[config.mk]
export PLATFORM = sky130hd
export DESIGN_NAME = iter_divider_flat
export DESIGN_NICKNAME = d
export VERILOG_FILES = /design/src/rtl/iter_divider_if.sv /design/src/rtl/iter_divider.sv /design/src/flat_wrapper.sv
export SDC_FILE = /design/constraint.sdc
export NUM_CORES = 1
export LEC_CHECK = 0
export CAP_MARGIN = 20
export CORE_MARGIN = 3
export CORE_UTILIZATION = 55
export CTS_CLUSTER_SIZE = 28
export DETAILED_ROUTE_END_ITERATION = 10
export PLACE_DENSITY = 0.86
export SLEW_MARGIN = 20
export SYNTH_ARGS = -nofsm -noshare
export SYNTH_HDL_FRONTEND = slang
export SYNTH_SLANG_ARGS = --single-unit
[constraint.sdc]
create_clock -name clk -period 5.56 [get_ports clk]
set_input_delay 1.668 -clock clk [delete_from_list [all_inputs] [get_ports clk]]
set_output_delay 1.668 -clock clk [all_outputs]
set_load 0.02 [all_outputs]
[src/rtl/iter_divider_if.sv]
// Handshake and data bundle between the execute stage and the iterative divider.
// The pipeline side is the master; the divider is the slave.
interface iter_divider_if;
  logic        start;
  logic [2:0]  funct3;
  logic [31:0] op_a;
  logic [31:0] op_b;
  logic        flush;
  logic        div_stall;
  logic [31:0] result;
  logic        result_valid;

  modport master (
    output start, funct3, op_a, op_b, flush,
    input  div_stall, result, result_valid
  );

  modport slave (
    input  start, funct3, op_a, op_b, flush,
    output div_stall, result, result_valid
  );
endinterface

[src/rtl/iter_divider.sv]
// Iterative radix-2 restoring divider for RV32M DIV/DIVU/REM/REMU.
// A normal op takes 32 BUSY cycles; divide-by-zero and signed overflow complete in one cycle.
module iter_divider (
  input  logic           clk,
  input  logic           rst,
  iter_divider_if.slave  dif
);

  typedef enum logic [1:0] {IDLE, BUSY, DONE} state_t;

  state_t      state_q, state_d;
  logic [4:0]  cnt_q, cnt_d;
  logic [31:0] rem_q, rem_d;
  logic [31:0] quo_q, quo_d;
  logic [31:0] dvsr_q, dvsr_d;
  logic        sel_rem_q, sel_rem_d;
  logic        neg_quo_q, neg_quo_d;
  logic        neg_rem_q, neg_rem_d;

  logic        is_signed, accept, div_by_zero, overflow;
  logic [31:0] a_abs, b_abs, quo_out, rem_out;
  logic [32:0] shifted, diff;

  assign is_signed   = ~dif.funct3[0];
  assign accept      = (state_q == IDLE) && dif.start && !dif.flush;
  assign div_by_zero = (dif.op_b == 32'd0);
  assign overflow    = is_signed && (dif.op_a == 32'h8000_0000) && (dif.op_b == 32'hFFFF_FFFF);
  assign a_abs       = (is_signed && dif.op_a[31]) ? -dif.op_a : dif.op_a;
  assign b_abs       = (is_signed && dif.op_b[31]) ? -dif.op_b : dif.op_b;

  // The dividend magnitude sits in quo_q and shifts out MSB-first as quotient bits shift in.
  assign shifted = {rem_q, quo_q[31]};
  assign diff    = shifted - {1'b0, dvsr_q};

  assign quo_out = neg_quo_q ? -quo_q : quo_q;
  assign rem_out = neg_rem_q ? -rem_q : rem_q;

  always_comb begin
    // NOTE: every signal written here gets a default first, so no path can infer a latch.
    state_d          = state_q;
    cnt_d            = cnt_q;
    rem_d            = rem_q;
    quo_d            = quo_q;
    dvsr_d           = dvsr_q;
    sel_rem_d        = sel_rem_q;
    neg_quo_d        = neg_quo_q;
    neg_rem_d        = neg_rem_q;
    dif.div_stall    = 1'b0;
    dif.result_valid = 1'b0;
    dif.result       = 32'd0;

    case (state_q)
      IDLE: begin
        if (accept) begin
          dif.div_stall = 1'b1;
          sel_rem_d     = dif.funct3[1];
          cnt_d         = 5'd0;
          if (div_by_zero) begin
            quo_d     = 32'hFFFF_FFFF;
            rem_d     = dif.op_a;
            neg_quo_d = 1'b0;
            neg_rem_d = 1'b0;
            state_d   = DONE;
          end else if (overflow) begin
            quo_d     = 32'h8000_0000;
            rem_d     = 32'd0;
            neg_quo_d = 1'b0;
            neg_rem_d = 1'b0;
            state_d   = DONE;
          end else begin
            quo_d     = a_abs;
            rem_d     = 32'd0;
            dvsr_d    = b_abs;
            neg_quo_d = is_signed && (dif.op_a[31] ^ dif.op_b[31]);
            neg_rem_d = is_signed && dif.op_a[31];
            state_d   = BUSY;
          end
        end
      end
      BUSY: begin
        dif.div_stall = 1'b1;
        if (dif.flush) begin
          state_d = IDLE;
        end else begin
          // A borrow out of bit 32 means the divisor did not fit: restore.
          rem_d = diff[32] ? shifted[31:0] : diff[31:0];
          quo_d = {quo_q[30:0], ~diff[32]};
          cnt_d = cnt_q + 5'd1;
          if (cnt_q == 5'd31) state_d = DONE;
        end
      end
      DONE: begin
        state_d = IDLE;
        if (!dif.flush) begin
          dif.result_valid = 1'b1;
          dif.result       = sel_rem_q ? rem_out : quo_out;
        end
      end
      default: state_d = IDLE;
    endcase
  end

  // NOTE: reset is synchronous and active-high, and state updates use non-blocking
  // assignments so every flop samples the pre-edge values.
  always_ff @(posedge clk) begin
    if (rst) begin
      state_q   <= IDLE;
      cnt_q     <= 5'd0;
      rem_q     <= 32'd0;
      quo_q     <= 32'd0;
      dvsr_q    <= 32'd0;
      sel_rem_q <= 1'b0;
      neg_quo_q <= 1'b0;
      neg_rem_q <= 1'b0;
    end else begin
      state_q   <= state_d;
      cnt_q     <= cnt_d;
      rem_q     <= rem_d;
      quo_q     <= quo_d;
      dvsr_q    <= dvsr_d;
      sel_rem_q <= sel_rem_d;
      neg_quo_q <= neg_quo_d;
      neg_rem_q <= neg_rem_d;
    end
  end

endmodule

[src/flat_wrapper.sv]
// flat-port wrapper written by rule: the top's interface ports become plain ports
module iter_divider_flat 
  (clk, rst, dif_start, dif_funct3, dif_op_a, dif_op_b, dif_flush, dif_div_stall, dif_result, dif_result_valid);
  iter_divider_if dif_i ();
  input  logic clk;
  input  logic rst;
  input wire logic [$bits(dif_i.start)-1:0] dif_start;
  input wire logic [$bits(dif_i.funct3)-1:0] dif_funct3;
  input wire logic [$bits(dif_i.op_a)-1:0] dif_op_a;
  input wire logic [$bits(dif_i.op_b)-1:0] dif_op_b;
  input wire logic [$bits(dif_i.flush)-1:0] dif_flush;
  output wire logic [$bits(dif_i.div_stall)-1:0] dif_div_stall;
  output wire logic [$bits(dif_i.result)-1:0] dif_result;
  output wire logic [$bits(dif_i.result_valid)-1:0] dif_result_valid;
  assign dif_i.start = dif_start;
  assign dif_i.funct3 = dif_funct3;
  assign dif_i.op_a = dif_op_a;
  assign dif_i.op_b = dif_op_b;
  assign dif_i.flush = dif_flush;
  assign dif_div_stall = dif_i.div_stall;
  assign dif_result = dif_i.result;
  assign dif_result_valid = dif_i.result_valid;
  iter_divider u_core (.clk(clk), .rst(rst), .dif(dif_i));
endmodule
Word level (Yosys, flattened, before mapping)

Index checks and enable logic that the tools add are counted.

Reduce and logical (&&, ||, !) cells: 15
Bitwise gates (word level): 5
$add $sub $neg: 6
Mux-type cells: 34
Equal/unequal tests: 8

Operators with widths:

| kind                                                                     | count |
|---|---|
| 32-bit two-way mux                                                       | 15 |
| 32-bit negator                                                           | 4 |
| 32-bit one-hot mux with 2 select lines                                   | 2 |
| 32-bit equality test (second input constant)                             | 2 |
| 33-bit by 32-bit subtractor with 33-bit output                           | 1 |
| 32-bit zero test                                                         | 1 |
| 2-bit two-way mux                                                        | 5 |
| 5-bit two-way mux                                                        | 2 |
| 5-bit one-hot mux with 2 select lines                                    | 1 |
| 1-bit logical AND                                                        | 7 |
| 1-bit two-way mux                                                        | 7 |
| 5-bit by 1-bit adder with 5-bit output (second input constant)           | 1 |
| 5-bit equality test (second input constant)                              | 1 |
| 1-bit inverter                                                           | 4 |
| 2-bit one-hot mux with 2 select lines                                    | 1 |
| 2-bit AND reduction                                                      | 2 |
| 4-bit AND reduction                                                      | 1 |
| 3-bit by 2-bit inequality test with 1-bit output (second input constant) | 1 |
| 3-bit AND reduction                                                      | 1 |
| 2-bit by 1-bit equality test with 1-bit output (second input constant)   | 1 |
| 2-bit equality test (second input constant)                              | 1 |
| 2-bit zero test                                                          | 1 |
| 2-bit by 1-bit inequality test with 1-bit output (second input constant) | 1 |
| 2-bit inequality test (second input constant)                            | 1 |
| other kinds (4)                                                          | 4 |

Word-level logic and storage cells: 76
Bits of input ports: 71
Register bits: 106
Output and inout port bits: 34

Depth between registers and ports, before layout

Depth in word-level cells: 7
Depth in mapped cells: 13
Mapped depth without buffers: 12

Worst setup path after synthesis

OpenSTA, ideal clock, no wires.

Path type: in2out
Start: input dif_flush
End: output dif_result[27]
Path buffers: 3
Arrival time: 3,163 ps
Stages: 5
Data required time: 3,892 ps
Path slack: 729 ps
Cell sequence: clkbuf_1 -> or3b_2 -> clkbuf_1 -> clkbuf_1 -> o31ai_1

Longest elaborated chain between the ends: 2

Ends and longest elaborated chain:

| item               | RTL line           | RTL |
|---|---|---|
| start: declaration | flat_wrapper.sv:11 | `input wire logic [$bits(dif_i.flush)-1:0] dif_flush;` |
| 32-bit two-way mux | iter_divider.sv:94 | `if (!dif.flush) begin` |
| 32-bit two-way mux | iter_divider.sv:52 | `case (state_q)` |
| end: declaration   | flat_wrapper.sv:13 | `output wire logic [$bits(dif_i.result)-1:0] dif_result;` |

No other way between the ends.

Worst setup path after layout

Start: input dif_flush
End: output dif_result[9]

The elaborated chain is that of the path after synthesis.

==> results.cfg <==
[critical_path]
crit_family = buffers and inverters
worstPathRequired_ns = 3.89
cpMostUsedCell = clkdlybuf4s50_1
endpoint_kind = output port
slowest_stage = clkdlybuf4s50_1
crit_path_start_kind = input pin
cpPeakStageDelay_ns = 0.69
cp_data_arrival_time_ns = 3.88
crit_chain = clkdlybuf4s50_1 -> or3b_2 -> buf_4 -> a211oi_1 -> clkdlybuf4s50_1
worstPathBufferInverterCount = 3
crit_fanout = 9
critical_path_class = input pin to output port

[global_routing]
grt_use_met2_pct = 48.59
grt_usage_pct = 29.59
grt_pass1_wl_mm = 45.13
antenna_found_initial = 0
gr-max-usage-layer = met2
use_met3_pct = 5.442
grt_util_met1_pct = 37.40
grt_pass1_vias = 9218
gr-total-overflow = 0
grt_max_degree = 73

[clock_network]
cts_buffer_depth = 2
cts_max_level = 3
cts_sinks = 106
cts_hold_buffers = 0
cts-root-buf = clkbuf_16
cts_tree = built
postCtsSetupBuffers = 0
clk_latency_ns = 0.37
numCtsBuffers = 9
cts_resized = 0
path_clk_slew_ns = 0.07

[die]
row_count = 47
dieArea_um2 = 18980
die_x_um = 137.8
die_h_um = 137.8
io_pins = 105
core_area_um2 = 16760
start_util_pct = 56.98

[logic_synthesis]
syn_avg_cell_area_um2 = 7.615
syn_area_um2 = 9549
postSynth.asyncResetShare_pct = 0
seq_area_frac_synth_pct = 22.22
syn-num-nets = 1365
synth_edf_count = 0
ys_ff_latch = 106
yosysUniqueCellTypes = 75
ys_warn_count = 0
syn_inst = 1254
synthFlopType = dfxtp_1

[routing]
drt_iter0_drc = 1161
dr.pass1.iters = 5
route.detailed.drc = 0
wire_per_inst_um = 18.35
vias = 9921
wirelength_mm = 28.31
antenna_left = 0
viasPerCell = 6.430

[pwr]
pwr_density_cell_nw_per_um2 = 191.6
finalPower_uw = 2116
clock_power_share_pct = 29.3
ir_drop_mv = 0.1512
combPwrFrac_pct = 31.0
p_leak_uw = 0.004268
cellInternalPower_uw = 1385
p_switching_uw = 730.7
switching_share_pct = 34.54
sequentialPowerShare_pct = 39.7

[timing]
worst_pin_slew_ns = 1.086
rsz0062_at_grt = false
setup_viol = 0
slew_headroom_pct = 27.58
fin_skew_ns = 0.007184
holdWs_ns = 0.4583
period_needed_ns = 5.546
slew_viol_final = 0
hold_viol = 0
period_share_pct = 99.74
fmax_mhz = 180.3
tns_ns = 0

[placement]
io_buffers = 103
hpwl_mm = 21.44
place_congestion = 0.9415
post-place-cells = 1527

[layout]
most-common-layout-cells = 146 x nor2_1, 105 x nand2_1, 105 x dfxtp_1
antennaDiodeCount = 0
final_common_cell = nor2_1
synthToLayoutAreaGrowth_pct = 15.62
fin_cells = 1543
drive_above_1_share_pct = 8.844
nets = 1429

[job]
drv_cap = 0

[outcome]
status = finished, final reports clean

[hold_path]
min_path_type = flop to flop
tightest hold or removal path, cell delays in order, from the launching register on:
cell and delay (ns):
dfxtp_1 0.31, nand2_1 0.05, a21oi_1 0.05
per-layer routing:
| layer | vias to the layer above | part of all wire (%) |
|---|---|---|
| li1 | 4739 | - |
| met1 | 4632 | 40 |
| met2 | 466 | 47 |
| met3 | 84 | 8.5 |
| met4 | 0 | 4.4 |
| met5 | - | 0 |
power by group through the flow:
stage	clock (uW)	sequential [uW]	combinational (uW)
5_1_grt	647	846	722
3_3_place_gp	0	855	627
3_5_place_dp	0	857	639
4_1_cts	619	839	645
6_report	619	841	656
2_1_floorplan	0	842	461
sequential cells by signal (all words and copies together) (netlist names):
signal / cells
u_core.dvsr_q: 32
u_core.quo_q: 32
u_core.rem_q: 32
u_core.cnt_q: 5
u_core.state_q: 2
u_core.neg_quo_q: 1
u_core.neg_rem_q: 1
u_core.sel_rem_q: 1
synth_stat cells (all sizes together) (12+ instances only):
master / number / area [um2]
a211oi: 55 / 468.0
a21oi: 106 / 556.8
a222oi: 12 / 120.1
a22oi: 24 / 180.2
buf: 18 / 155.1
clkbuf: 61 / 236.5
dfxtp: 106 / 2122
ha: 39 / 488.0
inv: 52 / 195.2
nand2: 105 / 394.1
nand3: 13 / 65.06
nand4: 12 / 75.07
nor2: 148 / 558.0
nor3: 29 / 156.4
o21a: 15 / 112.6
o21ai: 72 / 360.3
o221ai: 30 / 387.9
o31ai: 28 / 210.2
or3: 20 / 136.4
or4: 16 / 123.9
xnor2: 88 / 770.7
xor2: 57 / 499.2
area by class of cell:
type / instances / area [um2]
Clock buffer: 10 / 239.0
Fill cell: 1440 / 5719
Inverter: 52 / 195.2
Sequential cell: 106 / 2123
Multi-Input combinational cell: 1017 / 6887
Tap cell: 220 / 275.3
Clock inverter: 6 / 32.53
Timing Repair Buffer: 132 / 1289
path summary, 6_finish.rpt:
path,startpoint,end,slack [ns],depth (start not counted)
setup / recovery,dif_flush,dif_result[9],0.01,5
hold / removal,u_core.dvsr_q[31]$_SDFFE_PP0P_,u_core.dvsr_q[31]$_SDFFE_PP0P_,0.46,2
setup reg to reg,u_core.quo_q[31]$_SDFFE_PP0P_,u_core.rem_q[25]$_SDFFE_PP0P_,1.77,13
hold reg to reg,u_core.dvsr_q[31]$_SDFFE_PP0P_,u_core.dvsr_q[31]$_SDFFE_PP0P_,0.46,2
through the flow:
stage	setup WS, ns	utilization (%)	cell area, um2
after floorplan	0.7292	-	9549
after global placement	0.08325	63.98	10720
after detailed placement	0.04410	64.02	10730
after CTS	0.02927	65.64	11000
after global routing	0.03162	65.88	11040
final	0.01449	65.88	11040
cell families after synthesis:
| kind of cell | synth area share (%) |
|---|---|
| fa+ha+maj | 5.320 |
| mux | 1.546 |
| compound gates | 31.20 |
| simple gates | 20.27 |
| xor+xnor | 13.30 |
| flops | 22.22 |
| buf+inv | 6.145 |
Note: power is estimated with default switching activity, not from simulation.
